<file path="src/rtl/gen_bus_arbiter.sv">
// Two-requester arbiter sharing one generic bus master port between instruction fetch (I)
// and load/store (D); D has priority, I starvation is bounded by MAX_D_STREAK.
module gen_bus_arbiter #(
  parameter int ADDR_W       = 32,
  parameter int DATA_W       = 32,
  parameter int MAX_D_STREAK = 4
) (
  input  logic                CLK,
  input  logic                RST,
  input  logic                i_ren,
  input  logic [ADDR_W-1:0]   i_addr,
  output logic [DATA_W-1:0]   i_rdata,
  output logic                i_busy,
  input  logic                d_ren,
  input  logic                d_wen,
  input  logic [ADDR_W-1:0]   d_addr,
  input  logic [DATA_W-1:0]   d_wdata,
  input  logic [DATA_W/8-1:0] d_byte_en,
  output logic [DATA_W-1:0]   d_rdata,
  output logic                d_busy,
  output logic                bus_ren,
  output logic                bus_wen,
  output logic [ADDR_W-1:0]   bus_addr,
  output logic [DATA_W-1:0]   bus_wdata,
  output logic [DATA_W/8-1:0] bus_byte_en,
  input  logic [DATA_W-1:0]   bus_rdata,
  input  logic                bus_busy
);

  typedef enum logic [1:0] {
    IDLE  = 2'd0,
    GNT_I = 2'd1,
    GNT_D = 2'd2
  } state_t;

  localparam logic [3:0] STREAK_MAX = 4'd15;
  localparam logic [3:0] STREAK_LIM = MAX_D_STREAK[3:0];

  state_t              r_state;
  logic [3:0]          r_streak;
  logic                r_bus_ren;
  logic                r_bus_wen;
  logic [ADDR_W-1:0]   r_bus_addr;
  logic [DATA_W-1:0]   r_bus_wdata;
  logic [DATA_W/8-1:0] r_bus_be;

  logic w_d_pend;
  logic w_i_pend;
  logic w_pick_d;
  logic w_pick_i;
  logic w_i_done;
  logic w_d_done;

  assign w_d_pend = d_ren | d_wen;
  assign w_i_pend = i_ren;
  // D wins unless I is also waiting and D has already had its quota of back-to-back grants.
  assign w_pick_d = w_d_pend & (~w_i_pend | (r_streak < STREAK_LIM));
  assign w_pick_i = w_i_pend & ~w_pick_d;

  always_ff @(posedge CLK) begin
    if (RST) begin
      r_state     <= IDLE;
      r_streak    <= 4'd0;
      r_bus_ren   <= 1'b0;
      r_bus_wen   <= 1'b0;
      r_bus_addr  <= '0;
      r_bus_wdata <= '0;
      r_bus_be    <= '0;
    end else begin
      case (r_state)
        IDLE: begin
          if (w_pick_d) begin
            r_state     <= GNT_D;
            r_bus_ren   <= d_ren;
            r_bus_wen   <= d_wen & ~d_ren;
            r_bus_addr  <= d_addr;
            r_bus_wdata <= d_wdata;
            r_bus_be    <= d_byte_en;
            if (!i_ren)
              r_streak <= 4'd0;
            else if (r_streak != STREAK_MAX)
              r_streak <= r_streak + 4'd1;
          end else if (w_pick_i) begin
            r_state     <= GNT_I;
            r_bus_ren   <= 1'b1;
            r_bus_wen   <= 1'b0;
            r_bus_addr  <= i_addr;
            r_bus_wdata <= '0;
            r_bus_be    <= '1;
            r_streak    <= 4'd0;
          end
        end
        GNT_I, GNT_D: begin
          // The bus cannot abort, so the latch holds until completion regardless of the requester.
          if (!bus_busy) begin
            r_state     <= IDLE;
            r_bus_ren   <= 1'b0;
            r_bus_wen   <= 1'b0;
            r_bus_addr  <= '0;
            r_bus_wdata <= '0;
            r_bus_be    <= '0;
          end
        end
        default: r_state <= IDLE;
      endcase
    end
  end

  assign w_i_done = (r_state == GNT_I) & ~bus_busy;
  assign w_d_done = (r_state == GNT_D) & ~bus_busy;

  assign i_busy  = ~w_i_done;
  assign d_busy  = ~w_d_done;
  assign i_rdata = w_i_done ? bus_rdata : '0;
  assign d_rdata = w_d_done ? bus_rdata : '0;

  assign bus_ren     = r_bus_ren;
  assign bus_wen     = r_bus_wen;
  assign bus_addr    = r_bus_addr;
  assign bus_wdata   = r_bus_wdata;
  assign bus_byte_en = r_bus_be;

endmodule
</file>
<file path="config.mk">
export PLATFORM = sky130hd
export DESIGN_NAME = gen_bus_arbiter
export DESIGN_NICKNAME = d
export VERILOG_FILES = /design/src/rtl/gen_bus_arbiter.sv
export SDC_FILE = /design/constraint.sdc
export NUM_CORES = 1
export LEC_CHECK = 0
export BUFFER_PORTS_ARGS = -buffer_cell sky130_fd_sc_hd__buf_4
export CAP_MARGIN = 20
export CORE_AREA = 2 2 108 110
export CTS_CLUSTER_DIAMETER = 30
export CTS_CLUSTER_SIZE = 20
export DETAILED_ROUTE_END_ITERATION = 8
export DIE_AREA = 0 0 110 112
export HOLD_SLACK_MARGIN = 0.06
export PLACE_DENSITY = 0.68
export SLEW_MARGIN = 20
export SYNTH_ARGS = -nofsm -noshare
export SYNTH_HDL_FRONTEND = slang
export SYNTH_SLANG_ARGS = --single-unit
export TNS_END_PERCENT = 50
</file>
<file path="constraint.sdc">
create_clock -name CLK -period 1.8 [get_ports CLK]
set_clock_uncertainty 0.15 [all_clocks]
set_input_delay 0.18 -clock CLK [delete_from_list [all_inputs] [get_ports CLK]]
set_output_delay 0.18 -clock CLK [all_outputs]
set_load 0.01 [all_outputs]
</file>
## Yosys cells after proc, flatten, opt, wreduce, memory -nomap -nowiden

Index checks and enable logic that the tools add are counted.

| word-level totals | value |
|---|---|
| register bits | 76 |
| input bits | 138 |
| output and inout port bits | 136 |
| logic and storage cells | 63 |

| operators by class | value |
|---|---|
| add/sub/neg operators | 1 |
| $lt $le $gt $ge | 1 |
| equal/unequal tests | 6 |
| muxes and demuxes | 28 |
| bitwise gates (word level) | 13 |
| reduce and logical (&&, ||, !) cells | 7 |

Operators with widths:

| operator | number |
|---|---|
| $mux 32 | 7 |
| $pmux 32 s2 | 2 |
| $mux 4 | 7 |
| $pmux 4 s2 | 1 |
| $mux 2 | 3 |
| $not 1->1 | 6 |
| $reduce_and 3->1 | 2 |
| $and 1x1->1 | 5 |
| $mux 1 | 5 |
| $add 4x1->4 const B | 1 |
| $lt 4x3->1 const B | 1 |
| $ne 4x4->1 const B | 1 |
| $pmux 1 s2 | 2 |
| $pmux 2 s2 | 1 |
| $reduce_bool 2->1 | 2 |
| $ne 3x2->1 const B | 1 |
| $ne 3x3->1 const B | 1 |
| $eq 2x1->1 const B | 1 |
| $eq 2x2->1 const B | 1 |
| $logic_not 2->1 | 1 |
| $ne 2x2->1 const B | 1 |
| $or 1x1->1 | 2 |
| $reduce_and 2->1 | 1 |
| $reduce_or 2->1 | 1 |

## Depth between registers and ports, before layout

| logic depth | value |
|---|---|
| depth after elaboration | 8 |
| depth in mapped cells | 9 |
| gate-level depth less buffers | 6 |

## Least setup slack after synthesis

OpenSTA, ideal clock, no wires.

| timing | value |
|---|---|
| path type | register to register |
| start point | reg r_state[0] |
| end point | reg r_bus_wdata[4], in the netlist bus_wdata[4] |
| setup time | 0.117 ns |
| arrival time | 1.727 ns |
| data required time | 1.533 ns |
| path slack | -0.194 ns |
| stages on the path, launching flop included | 8 |
| buffers on the path | 1 |
| clock period less this slack | 1.994 ns |
| cells stage by stage | dfxtp_1 inv_1 ha_1 and2_1 a211oi_4 nor2_2 buf_2 a22o_1 |

| on the way | value |
|---|---|
| cells in the longest elaborated chain, start to end | 4 |
| elaborated cells between the ends (all ways) | 9 |
| those cells by class | eq/ne: 4; mux: 1; reduce/logical: 4 |

RTL lines:

| element | line | text |
|---|---|---|
| start, declared | 39 | `state_t r_state;` |
| start signal, assigned | 62 | `r_state <= IDLE;` |
| start signal, assigned | 73 | `r_state <= GNT_D;` |
| start signal, assigned | 84 | `r_state <= GNT_I;` |
| $eq 2x1->1 / $eq 2x2->1 (equally long branches) | 70 | `case (r_state)` |
| $reduce_or 2->1 | 70 |  |
| $ne 2x2->1 (no source line) / $reduce_bool 2->1 (equally long branches) | - |  |
| $reduce_and 3->1 (no source line) | - |  |
| end signal, assigned | 77 | `r_bus_wdata <= d_wdata;` |
| end, declared | 44 | `logic [DATA_W-1:0] r_bus_wdata;` |

Parallel ways exist; a longest one is shown, timed or not.
A chain may end at the register's enable or synchronous reset.

## Worst setup path in the final report

| timing | value |
|---|---|
| start point | reg r_state[0] |
| end point | out i_rdata[15] |

| on the way | value |
|---|---|
| cells in the longest elaborated chain, start to end | 3 |

RTL lines:

| element | line | text |
|---|---|---|
| $eq 2x1->1 | 109 | `assign w_i_done = (r_state == GNT_I) & ~bus_busy;` |
| $and 1x1->1 | 109 |  |
| $mux 32 | 114 | `assign i_rdata = w_i_done ? bus_rdata : '0;` |
| end, declared | 12 | `output logic [DATA_W-1:0] i_rdata,` |

No other way between the ends.

==> impl_results.md <==
* CTS max path bufs at 2
* Reg2Reg Depth at 7
* PD cells at 782 nW/µm²
* Total power at 6.16 mW
* Post-Route WL at 17.5 mm
* Synthesized flop and latch total at 76
* N_diodes at 0
* Failing checks: setup timing
* CTS root buf: clkbuf_16
* Required @ worst endpoint at 1470 ps
* ANT nets after route at 0
* Tmin final at 1880 ps
* DRC Markers at 0
* Die area at 12300 µm²
* Setup-failing EPs final at 91
* Syn. warnings at 0
* Final Cycle Share at 104%
* DIE WIDTH at 110 µm
* Initial antenna violation count at 0
* Worst Hold Depth at 3
* Crit Path Max Fanout at 8
* Post-Layout Inst Area at 7880 µm²
* Reg clk slew, reported paths at 60 ps
* Layout area overhead at 128%
* Cell breakdown of the critical path: buf_4 > ha_4 > nor2b_4 > and2_1 > buf_4
* Share of the synthesized area in the top cell type at 43.9%
* Leak at 3.58 nW
* PortBufs at 273
* Average wire per standard cell at 19.3 µm
* Ys flop type: dfxtp_1
* Buf/Inv on CP at 2
* Mapped Cells at 370
* Share of cells above drive strength 1 at 53.7%
* I/O Pins at 274
* Standard-cell row count at 39
* Max-Cap Viols at 0
* HP Class: in2reg
* CTS Buf Count at 9
* Most common cell in the netlist: dfxtp_1
* Sequential element share of the synthesized area at 43.9%
* DRT iter0 DRCs at 234
* Post-synth top cells: 76 x dfxtp_1, 65 x and2_1, 36 x o2bb2ai_1
* Netlist Area Pre-Place at 3460 µm²
* Vias per inst at 4.98
* Synthesized net count at 512
* Max VDD drop at 0.000568 V
* FMAX at 532 MHz
* Starting Density at 31.0%
* Clock sink count at 76
* Fin. Hold Viols at 0
* Synth area leaders: dfxtp_1 44%, and2_1 12%, mux2i_1 9.5%
* Status: finished with violations
* Slew Viols, Final at 0
* RSZ-0062 raised after global routing: true
* Syn avg cell area at 9.36 µm²
* Arr. time, crit path at 1550 ps
* Critical Path Start Type: flip-flop
* Synth area leader: dfxtp_1
* EDFF count, synth at 0
* DR vias at 4522
* HPWL Detailed at 9.81 mm
* Die height at 112 µm
* CP Capture Type: output port
* Post-layout worst setup margin at -80.7 ps
* Ys async rst share at 0%
* RePlAce Congestion at 0.854
* DR pass1 iterations at 4
* Slowest-stage cell, CP: dfxtp_2
* Crit Path Class: reg2out
* Largest net degree at the start of global routing at 34
* H-Tree Depth at 3
* Worst path most repeated cell: buf_4
* GRT overflow at 0
* CTS tree: built
* Global-route wire length before repair at 23.1 mm
* Crit-path leading delay family: simple AND/OR/NAND/NOR gates
* Worst Max-Slew Pin Slew at 423 ps
* Core Region at 11200 µm²
* Slew Limit Headroom at 71.7%
* Crit path depth at 5
* Distinct cells, synth at 33
* Final net count at 903
* Vias in the first global route at 4552
* Clock Latency Late Sink at 340 ps
* CP max stage delay at 350 ps
* Global Route Usage Sum at 24.2%
* Placed cell area at 5840 µm²
## worst reg2reg max path, cell delays in order, from the launching register on
cell,delay (ps)
dfxtp_2,350
inv_4,50
ha_4,270
and2_4,160
a211oi_4,50
nor2_4,380
clkbuf_16,260
o2bb2ai_2,130
## final timing paths
| path | from | endpoint | slack, ps |
|---|---|---|---|
| worst max-delay path | r_state[0]$_SDFFE_PP0P_ | i_rdata[15] | -80 |
| worst max register to register | r_state[0]$_SDFFE_PP0P_ | bus_addr[25]$_SDFFE_PP0P_ | -80 |
| worst min register to register | bus_wdata[26]$_SDFFE_PP0P_ | bus_wdata[26]$_SDFFE_PP0P_ | 310 |
| worst min-delay path | d_ren | bus_wen$_SDFFE_PP0P_ | 140 |
## registers in the layout, summed over array words and instances, names as in the netlist
register and count:
bus_addr 32, bus_wdata 32, bus_byte_en 4, r_streak 4, r_state 2, bus_ren 1, bus_wen 1
## kinds of logic after synthesis
kind of cell / after synthesis / synth area share, %
simple gates: 143 / 22.7
compound gates: 80 / 17.5
flops: 76 / 43.9
buf+inv: 34 / 4.88
mux: 33 / 9.54
fa+ha+maj: 4 / 1.45
## power breakdown
part / internal [mW] / total [mW] / leakage (nW) / switching [mW]
Sequential: 1.89 / 2.04 / 0.625 / 0.152
Combinational: 1.18 / 2.16 / 2.80 / 0.983
Clock: 1.21 / 1.96 / 0.156 / 0.752
Total: 4.28 / 6.16 / 3.58 / 1.89
## stage by stage
stage                     utilization, %  setup TNS [ps]  setup slack (ps)  hold WS (ps)  cells
after global placement              52.2               0              29.3           242    778
after detailed placement            52.2            -499             -43.9           247    778
after floorplan                        -           -1380             -50.3           156    370
after CTS                           65.0           -6010              -149           103    895
after global routing                70.5          -11550              -147           152    908
final                               70.5           -3360             -80.7           142    908
## per-layer routing
metal  wire (µm)  vias up  GRT usage, %
met5           0        -             0
met4         703        0          12.7
met3        1590       58          8.08
met2        9170      277          42.5
met1        6040     2100          25.1
li1            -     2087             -
## what timing repair did
item | 4_1_cts | 5_1_grt
setup endpoints to repair | 95 | 134
hold endpoints to repair | 71 | 0
resized for setup | 24 | 94
buffers inserted | 0 | 3
hold buffers | 102 | 0
pin swaps | 13 | 34
cloned | 0 | 11
## cell type report
type | count | area, µm²
repair buffers | 405 | 3580
fillers | 762 | 3290
multi-input cells | 265 | 2270
flip-flops and latches | 76 | 1520
clock buffers | 9 | 225
well taps | 143 | 179
clock inverters | 6 | 87.6
inverters | 4 | 17.5
## cell usage in the layout (no fill, tap or decap), types with 3 or more instances in the layout
master / n
nor2_1: 10
nand3_2: 5
nor2b_4: 6
nand3_1: 15
and2_1: 42
nand3_4: 5
o2bb2ai_2: 21
and2_4: 23
clkbuf_16: 14
buf_12: 8
a21oi_1: 16
nand2_1: 26
a21oi_2: 10
dfxtp_1: 74
mux2i_1: 32
nor2_4: 4
a22oi_1: 3
buf_6: 25
buf_4: 265
a22o_1: 8
ha_4: 3
o2bb2ai_1: 13
dlygate4sd3_1: 102
Note: power is estimated with default switching activity, not from simulation.
